--- src/rtl/core_pkg.sv ---
// rtl/core_pkg.sv - funct3 load/store encodings, LSU state type and access-size helpers
package core_pkg;

   localparam logic [2:0] F3_B  = 3'b000;
   localparam logic [2:0] F3_H  = 3'b001;
   localparam logic [2:0] F3_W  = 3'b010;
   localparam logic [2:0] F3_BU = 3'b100;
   localparam logic [2:0] F3_HU = 3'b101;

   typedef enum logic [1:0] {
      IDLE = 2'd0,
      REQ  = 2'd1,
      WAIT = 2'd2,
      DONE = 2'd3
   } lsu_state_t;

   function automatic logic is_byte(input logic [2:0] f3);
      return (f3 == F3_B) || (f3 == F3_BU);
   endfunction

   function automatic logic is_half(input logic [2:0] f3);
      return (f3 == F3_H) || (f3 == F3_HU);
   endfunction

   // Unknown funct3 codes fall through to word alignment rules.
   function automatic logic is_misaligned(input logic [2:0] f3, input logic [1:0] a);
      if (is_byte(f3))
         return 1'b0;
      else if (is_half(f3))
         return a[0];
      else
         return a != 2'b00;
   endfunction

endpackage

--- src/rtl/load_store_unit_if.sv ---
// rtl/load_store_unit_if.sv - word-wide data bus between the LSU and memory
interface load_store_unit_if;
   logic        bus_valid;
   logic        bus_ready;
   logic        bus_we;
   logic [31:0] bus_addr;
   logic [3:0]  bus_wstrb;
   logic [31:0] bus_wdata;
   logic        bus_ack;
   logic [31:0] bus_rdata;

   modport master (
      output bus_valid, bus_we, bus_addr, bus_wstrb, bus_wdata,
      input  bus_ready, bus_ack, bus_rdata
   );

   modport slave (
      input  bus_valid, bus_we, bus_addr, bus_wstrb, bus_wdata,
      output bus_ready, bus_ack, bus_rdata
   );
endinterface

--- src/rtl/load_extend.sv ---
// rtl/load_extend.sv - picks the byte/half lane of a bus word and sign/zero extends it
module load_extend
   import core_pkg::*;
(
   input  logic [31:0] word,
   input  logic [1:0]  addr,
   input  logic [2:0]  funct3,
   output logic [31:0] data
);

   logic [7:0]  byte_lane;
   logic [15:0] half_lane;

   always_comb begin
      byte_lane = word[{addr, 3'b000} +: 8];
      half_lane = addr[1] ? word[31:16] : word[15:0];
      case (funct3)
         F3_B:    data = {{24{byte_lane[7]}}, byte_lane};
         F3_BU:   data = {24'b0, byte_lane};
         F3_H:    data = {{16{half_lane[15]}}, half_lane};
         F3_HU:   data = {16'b0, half_lane};
         default: data = word;
      endcase
   end

endmodule

--- src/rtl/load_store_unit.sv ---
// rtl/load_store_unit.sv - core data-side memory interface: stalls the core across one
// variable-latency bus transaction, builds store strobes and returns extended load data.
module load_store_unit
   import core_pkg::*;
#(
   parameter int TIMEOUT = 16
) (
   input  logic               clk,
   input  logic               reset,
   input  logic               mem_read,
   input  logic               mem_write,
   input  logic [2:0]         funct3,
   input  logic [31:0]        addr,
   input  logic [31:0]        wdata,
   output logic [31:0]        load_data,
   output logic               stall,
   output logic               misalign,
   output logic               bus_err,
   load_store_unit_if.master  bus
);

   localparam int CW = (TIMEOUT > 2) ? $clog2(TIMEOUT) : 1;
   localparam logic [CW-1:0] CNT_LAST = CW'(TIMEOUT - 1);

   lsu_state_t    state, state_next;
   logic [CW-1:0] cnt;
   logic          we_q;
   logic [31:0]   addr_q;
   logic [2:0]    f3_q;
   logic [3:0]    wstrb_q;
   logic [31:0]   wdata_q;
   logic [31:0]   load_q;

   logic          access, mis, start, busy, got_ack, timeout;
   logic [3:0]    strb_next;
   logic [31:0]   wdata_next;
   logic [31:0]   ext_data;

   load_extend u_extend (
      .word   (bus.bus_rdata),
      .addr   (addr_q[1:0]),
      .funct3 (f3_q),
      .data   (ext_data)
   );

   always_comb begin
      access  = mem_read | mem_write;
      mis     = is_misaligned(funct3, addr[1:0]);
      start   = (state == IDLE) && access && !mis;
      busy    = (state == REQ) || (state == WAIT);
      // An ack that lands in the last counted cycle beats the timeout.
      got_ack = ((state == REQ) && bus.bus_ready && bus.bus_ack) ||
                ((state == WAIT) && bus.bus_ack);
      timeout = busy && (cnt == CNT_LAST) && !got_ack;
   end

   always_comb begin
      strb_next  = 4'b1111;
      wdata_next = wdata;
      if (is_byte(funct3)) begin
         strb_next  = 4'b0001 << addr[1:0];
         wdata_next = {4{wdata[7:0]}};
      end else if (is_half(funct3)) begin
         strb_next  = addr[1] ? 4'b1100 : 4'b0011;
         wdata_next = {2{wdata[15:0]}};
      end
      if (!mem_write)
         strb_next = 4'b0000;
   end

   always_ff @(posedge clk or negedge reset) begin
      if (!reset)
         state <= IDLE;
      else
         state <= state_next;
   end

   // DONE returns to IDLE regardless of inputs so the held instruction cannot re-issue.
   always_comb begin
      state_next = state;
      case (state)
         IDLE: if (start) state_next = REQ;
         REQ: begin
            if (got_ack || timeout)
               state_next = DONE;
            else if (bus.bus_ready)
               state_next = WAIT;
         end
         WAIT: if (got_ack || timeout) state_next = DONE;
         DONE: state_next = IDLE;
         default: state_next = IDLE;
      endcase
   end

   always_ff @(posedge clk or negedge reset) begin
      if (!reset) begin
         cnt     <= '0;
         we_q    <= 1'b0;
         addr_q  <= '0;
         f3_q    <= '0;
         wstrb_q <= '0;
         wdata_q <= '0;
         load_q  <= '0;
      end else begin
         if (start) begin
            cnt     <= '0;
            we_q    <= mem_write;
            addr_q  <= addr;
            f3_q    <= funct3;
            wstrb_q <= strb_next;
            wdata_q <= wdata_next;
         end else if (busy) begin
            cnt <= cnt + 1'b1;
         end
         if (got_ack && !we_q)
            load_q <= ext_data;
         else if (timeout)
            load_q <= '0;
      end
   end

   // Reset gating keeps the combinational outputs low while reset is held.
   always_comb begin
      stall         = reset && (start || busy);
      misalign      = reset && (state == IDLE) && access && mis;
      bus_err       = timeout;
      load_data     = load_q;
      bus.bus_valid = (state == REQ);
      bus.bus_we    = we_q;
      bus.bus_addr  = {addr_q[31:2], 2'b00};
      bus.bus_wstrb = wstrb_q;
      bus.bus_wdata = wdata_q;
   end

endmodule
--- src/flat_wrapper.sv ---
// flat-port wrapper written by rule: the top's interface ports become plain ports
module load_store_unit_flat import core_pkg::*;
#(
   parameter int TIMEOUT = 16
)
  (clk, reset, mem_read, mem_write, funct3, addr, wdata, load_data, stall, misalign, bus_err, bus_bus_valid, bus_bus_we, bus_bus_addr, bus_bus_wstrb, bus_bus_wdata, bus_bus_ready, bus_bus_ack, bus_bus_rdata);
  load_store_unit_if bus_i ();
  input  logic clk;
  input  logic reset;
  input  logic mem_read;
  input  logic mem_write;
  input  logic [2:0] funct3;
  input  logic [31:0] addr;
  input  logic [31:0] wdata;
  output logic [31:0] load_data;
  output logic stall;
  output logic misalign;
  output logic bus_err;
  output wire logic [$bits(bus_i.bus_valid)-1:0] bus_bus_valid;
  output wire logic [$bits(bus_i.bus_we)-1:0] bus_bus_we;
  output wire logic [$bits(bus_i.bus_addr)-1:0] bus_bus_addr;
  output wire logic [$bits(bus_i.bus_wstrb)-1:0] bus_bus_wstrb;
  output wire logic [$bits(bus_i.bus_wdata)-1:0] bus_bus_wdata;
  input wire logic [$bits(bus_i.bus_ready)-1:0] bus_bus_ready;
  input wire logic [$bits(bus_i.bus_ack)-1:0] bus_bus_ack;
  input wire logic [$bits(bus_i.bus_rdata)-1:0] bus_bus_rdata;
  assign bus_bus_valid = bus_i.bus_valid;
  assign bus_bus_we = bus_i.bus_we;
  assign bus_bus_addr = bus_i.bus_addr;
  assign bus_bus_wstrb = bus_i.bus_wstrb;
  assign bus_bus_wdata = bus_i.bus_wdata;
  assign bus_i.bus_ready = bus_bus_ready;
  assign bus_i.bus_ack = bus_bus_ack;
  assign bus_i.bus_rdata = bus_bus_rdata;
  load_store_unit #(.TIMEOUT(TIMEOUT)) u_core (.clk(clk), .reset(reset), .mem_read(mem_read), .mem_write(mem_write), .funct3(funct3), .addr(addr), .wdata(wdata), .load_data(load_data), .stall(stall), .misalign(misalign), .bus_err(bus_err), .bus(bus_i));
endmodule
--- config.mk ---
export PLATFORM = sky130hd
export DESIGN_NAME = load_store_unit_flat
export DESIGN_NICKNAME = d
export VERILOG_FILES = /design/src/rtl/core_pkg.sv /design/src/rtl/load_store_unit_if.sv /design/src/rtl/load_extend.sv /design/src/rtl/load_store_unit.sv /design/src/flat_wrapper.sv
export SDC_FILE = /design/constraint.sdc
export NUM_CORES = 1
export LEC_CHECK = 0
export BUFFER_PORTS_ARGS = -buffer_cell sky130_fd_sc_hd__buf_2
export CORE_ASPECT_RATIO = 1.4
export CORE_UTILIZATION = 46
export CTS_BUF_LIST = sky130_fd_sc_hd__clkbuf_8
export DETAILED_ROUTE_END_ITERATION = 12
export PLACE_DENSITY = 0.89
export REMOVE_ABC_BUFFERS = 1
export SLEW_MARGIN = 15
export SYNTH_ARGS = -nofsm -noshare
export SYNTH_HDL_FRONTEND = slang
export SYNTH_SLANG_ARGS = --single-unit
--- constraint.sdc ---
create_clock -name clk -period 2 [get_ports clk]
set_input_delay 0.1 -clock clk [delete_from_list [all_inputs] [get_ports clk]]
set_output_delay 0.1 -clock clk [all_outputs]
set_load 0.05 [all_outputs]
==> run metrics, run 1 <==
worst hold path endpoint=u_core.bus.bus_we; area delta synth->final=34.41%; Die Wd=94.12 µm; CP Cell Sequence=buf_4, ha_1, a21oi_4, nor3_4, buf_6, and2_4, a221o_2; Sw Pwr=6.772 mW; Remaining Overflow, GRT=0; Nets=916; Final Max Tran Viols=0; die area=12330 µm²; WP data required=2230 ps; R2R Path Start=u_core.state[0]; synthesized area=5465 µm²; hpwl dp=10580 µm; CP peak stage delay=410 ps; CTS tree=done; worst slew pin tran=717.8 ps; via count of the first global-routing pass=5143; global placer's final weighted congestion=0.8745; Post-Place Cells=879; Gate power share=0.592; setup TNS=-207.7 ps; setup ws final=-29.73 ps; hold_sp=mem_write; EDFF count, synth=0; first-pass GRT wire length=24530 µm; Ys Warns=0; tightest hold margin=27.07 ps; total CTS buffers=9; final WL=15990 µm; CTS root buffer=clkbuf_8; Rel. slew slack=0.5215; crit start category=flip-flop; Final period util=1.015; top_reg_cell synth=dfrtp_1; vias after detailed routing=5123; Clock transition at path regs=100 ps; Iter 0 DRT Violations=254; Fin. Hold Viols=0; antenna violations before repair=0; layout cell share with drive strength beyond 1=0.3564; Synth Area per Inst=9.555 µm²; largest net degree at the start of global routing=105; port buffer count=207; Tmin final=2030 ps; post-place instance area=6500 µm²; leakage=3.872 nW; power share of the clock group=0.106; # clock sinks=110; GR Util All Layers=0.2577; core area=11450 µm²; Setup violations, final=16; Design Area, Final=7346 µm²; failing checks=setup timing; Clock Skews=14.10 ps; WHS Path Cells=3; Pwr Density=1743 nW/µm²; fillers=917; sequential cell area=2753 µm²; DRC Markers=0; post-route insts no fill=955; DR WL/cell=16.74 µm; flop and latch count out of synthesis=110; IO Pins=210; crit end category=flip-flop; crit-path max FO=17; status=finished with violations; R2R cell count=7; worst r2r dst=u_core.load_data[22]; Vias per Instance=5.364; Worst path slowest cell=dfrtp_1; Reg power frac=0.302; synthesized instance count=572; row cnt=46; sequential share of the synthesized area=0.5037; Starting Density=0.4772; Sw Share=0.5289; Crit path arrival time=2260 ps; r2r setup slk=-30 ps; Max Root-Sink Buffers=2; max cap viols=0; H-tree depth=3; Achievable Freq=492.7 MHz; Final ANT Viol Nets=0; Clock Latency Late Sink=360 ps; Tot Pwr=12.80 mW; Antenna diodes=0; asr flop ratio synth=1.000; internal power=6.032 mW; multi-input logic area=2376 µm²; worst hold path type=input port to flip-flop; maximum vdd drop=1.058 mV; first drt pass iteration count=4; crit path kind=flip-flop to flip-flop; Die Ht=131.0 µm; Synth cell types=52
flip-flops by register name (all words and copies together) (netlist names):
register and cells:
u_core.bus.bus_wstrb 4, u_core.bus.bus_we 1, u_core.bus.bus_wdata 32, u_core.addr_q 32, u_core.load_data 32, u_core.state 2
u_core.f3_q 3, u_core.cnt 4
synthesized netlist by cell type (all sizes together) (2+ instances only):
master	number	area, µm²
o21a	2	15.01
nor2b	9	56.30
inv	6	22.52
o21ai	52	260.3
or2	2	12.51
mux2	9	101.4
nand3	2	10.01
o2bb2ai	7	61.31
and2	2	12.51
nand4	2	12.51
xor2	2	17.52
nand2	160	600.6
nand2b	14	87.58
a221o	16	178.9
a21oi	22	110.1
clkbuf	27	101.4
ha	5	62.56
nor2	18	67.56
mux2i	31	310.3
a32o	7	70.07
dfrtp	110	2753
nor3	2	15.01
buf	41	287.8
kinds of logic (layout without fill, tap and decap cells):
family / after synthesis / after routing / share of synthesized area
other: 1 / 2 / 0.0006862
DFF: 110 / 110 / 0.5037
buffers and inverters: 74 / 310 / 0.07532
xor gates and xnor gates: 3 / 3 / 0.004809
muxes: 41 / 41 / 0.08013
AOI/OAI and AO/OA: 120 / 120 / 0.1548
and+or+nand+nor: 218 / 220 / 0.1692
adders and majority gates: 5 / 5 / 0.01145
worst max-delay path, delay by kind of cell (launching register included):
kind	cells	cell delay (ps)
flops	1	410
fa+ha+maj	1	250
simple gates	2	300
compound gates	2	610
buf+inv	2	330
per-layer routing:
layer	wire length [µm]	vias up	global-route usage
met4	565	0	0.1285
met5	0	-	0
met1	6002	2434	0.2789
met3	1095	49	0.05787
met2	8323	256	0.4693
li1	-	2384	-
power by group through the flow:
stage	Combinational [mW]	Sequential (mW)	Clock (mW)
after floorplan	2.15	6.98	0
after global placement	7.13	3.84	0
after detailed placement	7.31	3.87	0
after CTS	7.46	3.85	1.41
after global routing	8.03	3.99	1.49
final	7.58	3.87	1.36
stage by stage:
| step | utilization | setup slack (ps) |
|---|---|---|
| 6_report | 0.6414 | -29.73 |
| 5_1_grt | 0.6414 | -68.07 |
| 4_1_cts | 0.6354 | -69.07 |
| 3_5_place_dp | 0.5675 | -501.2 |
| 3_3_place_gp | 0.5675 | -397.7 |
| 2_1_floorplan | - | -1008 |
final cells by class:
type / count / share of cell area
clock inverters: 5 / 0.006643
multi-input cells: 391 / 0.3235
repair buffers: 288 / 0.2470
well taps: 144 / 0.02453
inverters: 6 / 0.003066
flip-flops and latches: 110 / 0.3747
clock buffers: 11 / 0.02061
placed cells by master, fill, tap and decap left out, types with 2 or more instances in the layout:
| master | synthesis | final |
|---|---|---|
| o21a_1 | 2 | 2 |
| nor2b_1 | 9 | 9 |
| conb_1 | 1 | 2 |
| nand4_1 | 2 | 2 |
| xor2_1 | 2 | 2 |
| a221o_2 | 15 | 15 |
| buf_6 | 1 | 4 |
| nand2_1 | 160 | 160 |
| mux2_2 | 9 | 9 |
| nor2_4 | 0 | 2 |
| dfrtp_1 | 110 | 110 |
| a32o_1 | 7 | 7 |
| mux2i_1 | 31 | 31 |
| clkbuf_8 | 0 | 11 |
| nand2b_1 | 14 | 14 |
| nor2_1 | 18 | 17 |
| dlygate4sd3_1 | 0 | 53 |
| ha_1 | 5 | 5 |
| and2_4 | 0 | 2 |
| buf_2 | 5 | 203 |
| a21oi_1 | 22 | 21 |
| o2bb2ai_1 | 7 | 7 |
| or2_2 | 2 | 2 |
| buf_4 | 32 | 26 |
| clkinv_2 | 0 | 3 |
| inv_1 | 6 | 6 |
| o21ai_0 | 52 | 52 |
worst max path at each step:
stage	cells after the start	end	slack, ps	start
after floorplan	5	u_core.f3_q[0]	-1010	u_core.state[0]
after global placement	6	u_core.load_data[26]	-400	u_core.state[0]
after CTS	6	u_core.load_data[2]	-70	u_core.state[0]
after global routing	7	u_core.load_data[22]	-70	u_core.state[1]
after detailed placement	6	u_core.load_data[22]	-500	u_core.state[0]
final	7	u_core.load_data[22]	-30	u_core.state[0]
timing repair:
action,in CTS,in global routing
resized for setup,6,13
buffers inserted,3,2
cloned,1,1
pin swaps,2,2
hold buffers,53,0
endpoints found under the setup margin,33,37
endpoints found under the hold margin,162,0
No activity file was read; power rests on OpenSTA's default activity.
==> inputs of run 2 (changes only) <==
--- a/config.mk
+++ b/config.mk
@@ -7,10 +7,11 @@
 export LEC_CHECK = 0
 export BUFFER_PORTS_ARGS = -buffer_cell sky130_fd_sc_hd__buf_2
 export CORE_ASPECT_RATIO = 1.4
-export CORE_UTILIZATION = 46
-export CTS_BUF_LIST = sky130_fd_sc_hd__clkbuf_8
+export CORE_MARGIN = 2
+export CORE_UTILIZATION = 45
 export DETAILED_ROUTE_END_ITERATION = 12
-export PLACE_DENSITY = 0.89
+export HOLD_SLACK_MARGIN = 0.12
+export PLACE_DENSITY = 0.87
 export REMOVE_ABC_BUFFERS = 1
 export SLEW_MARGIN = 15
 export SYNTH_ARGS = -nofsm -noshare
==> run metrics, run 2 (synthesis gave the netlist of run 1 again) <==
Clock Latency Late Sink=350 ps (about the same); tightest hold margin=145.2 ps (+118.1 ps); Clock Skews=11.87 ps (-2.232 ps); Achievable Freq=510.5 MHz (+3.6%); Rel. slew slack=0.6193 (+0.09778); Clock transition at path regs=80 ps (-20 ps); CTS tree=done; vias after detailed routing=5300 (+3.5%); DRC Markers=0 (unchanged); first drt pass iteration count=5 (+1); crit path kind=flip-flop to flip-flop; first-pass GRT wire length=26830 µm (+9.4%); Final Max Tran Viols=0 (unchanged); Pwr Density=1694 nW/µm² (-2.8%); layout cell share with drive strength beyond 1=0.3357 (-0.02065); row cnt=47 (+2.2%); IO Pins=210 (unchanged); # clock sinks=110 (unchanged); DR WL/cell=16.85 µm (+0.64%); Setup violations, final=0 (-16); worst slew pin tran=571.1 ps (-146.7 ps); crit start category=flip-flop; Crit path arrival time=2190 ps (-70 ps); Final period util=0.9794 (-0.03547); H-tree depth=3 (unchanged); CP peak stage delay=390 ps (-20 ps); status=finished clean; commonest non-fill, non-tap cell in the layout=buf_2; global placer's final weighted congestion=0.8445 (-3.4%); Starting Density=0.4624 (-0.01480); CP Cell Sequence=inv_1, ha_1, nand4_1, o21ba_4, nor2_2, buf_12, a221o_2; die area=13060 µm² (+5.9%); setup TNS=0 ps (+207.7 ps); crit end category=flip-flop; Final ANT Viol Nets=0 (unchanged); hpwl dp=10370 µm (-2.0%); Design Area, Final=7810 µm² (+6.3%); Iter 0 DRT Violations=222 (-13%); Fin. Hold Viols=0 (unchanged); Worst path slowest cell=a221o_2; leakage=4.058 nW (+4.8%); Die Wd=97.14 µm (+3.2%); final WL=16750 µm (+4.8%); Die Ht=134.4 µm (+2.6%); Max Root-Sink Buffers=2 (unchanged); total CTS buffers=9 (unchanged); GR Util All Layers=0.2532 (-0.004446); Vias per Instance=5.332 (-0.60%); most frequent cells in the layout=buf_2, nand2_1, dfrtp_1; port buffer count=207 (unchanged); crit-path max FO=32 (+15); Nets=951 (+3.8%); WP data required=2230 ps (about the same); via count of the first global-routing pass=5511 (+7.2%); maximum vdd drop=0.9419 mV (-11%); CTS root buffer=clkbuf_16; post-place instance area=6546 µm² (+0.71%); Tmin final=1959 ps (-70.93 ps); worst hold path type=input port to flip-flop; Remaining Overflow, GRT=0 (unchanged); largest net degree at the start of global routing=104 (-0.95%); max cap viols=0 (unchanged); antenna violations before repair=1 (+1); area delta synth->final=42.90%; core area=11820 µm² (+3.2%)
run 2: cell count changes in the layout (fill, tap and decap cells not counted), sizes merged:
cell | previous run | this run
and2 | 3 | 2
buf | 234 | 231
bufinv | 1 | 0
clkbuf | 12 | 9
clkinv | 3 | 1
clkinvlp | 0 | 1
diode | 0 | 1
dlygate4sd3 | 53 | 94
inv | 7 | 11
nor2 | 19 | 18
run 2: where the power goes:
part	switching [mW]	internal, mW
sequential	0.653	3.22
combinational	5.39	2.19
clock	0.895	0.877
run 2: per-stage QoR:
step | setup slack (ps) | std cells | util | total power, mW
after floorplan | -1008 | 505 | - | 9.125
after detailed placement | -28.77 | 881 | 0.5538 | 11.19
after global placement | 84.19 | 881 | 0.5538 | 10.99
after global routing | -49.96 | 994 | 0.6607 | 13.93
after CTS | 15.02 | 991 | 0.6586 | 13.14
final | 41.20 | 994 | 0.6607 | 13.23
run 2: cell type report:
type / instances / area (µm²)
Fill cell: 827 / 4010
Multi-Input combinational cell: 389 / 2332
Clock inverter: 7 / 62.56
Inverter: 6 / 22.52
Timing Repair Buffer: 325 / 2228
Tap cell: 147 / 183.9
Antenna cell: 1 / 2.502
Sequential cell: 110 / 2753
Clock buffer: 9 / 225.2
run 2: worst paths after layout:
check                                       end              start  cells after the start  slack [ps]
setup / recovery           u_core.load_data[28]    u_core.state[1]                      7          40
hold / removal              u_core.load_data[9]   bus_bus_rdata[9]                      3         150
max in group asynchronous      u_core.addr_q[6]              reset                      3        1090
setup reg to reg           u_core.load_data[28]    u_core.state[1]                      7          40
min in group asynchronous       u_core.state[0]              reset                      2         160
hold reg to reg               u_core.addr_q[18]  u_core.addr_q[18]                      2         470
run 2: critical path, delay by kind of cell (launching register included):
family | cells | cell delay (ps)
buffers and inverters | 2 | 270
and+or+nand+nor | 2 | 210
AOI/OAI and AO/OA | 2 | 670
adders and majority gates | 1 | 300
DFF | 1 | 380
run 2: timing repair:
item	CTS	global route
pin swaps	0	0
hold buffers	94	0
endpoints found under the hold margin	207	0
endpoints found under the setup margin	16	18
setup buffers	0	2
resized for setup	3	3
run 2: layer usage:
metal  vias up  wire, µm  GRT usage
li1       2458         -          -
met1      2515      6200     0.2782
met2       261      8717     0.4606
met3        66      1074    0.05315
met4         0       754     0.1268
met5         -         0          0
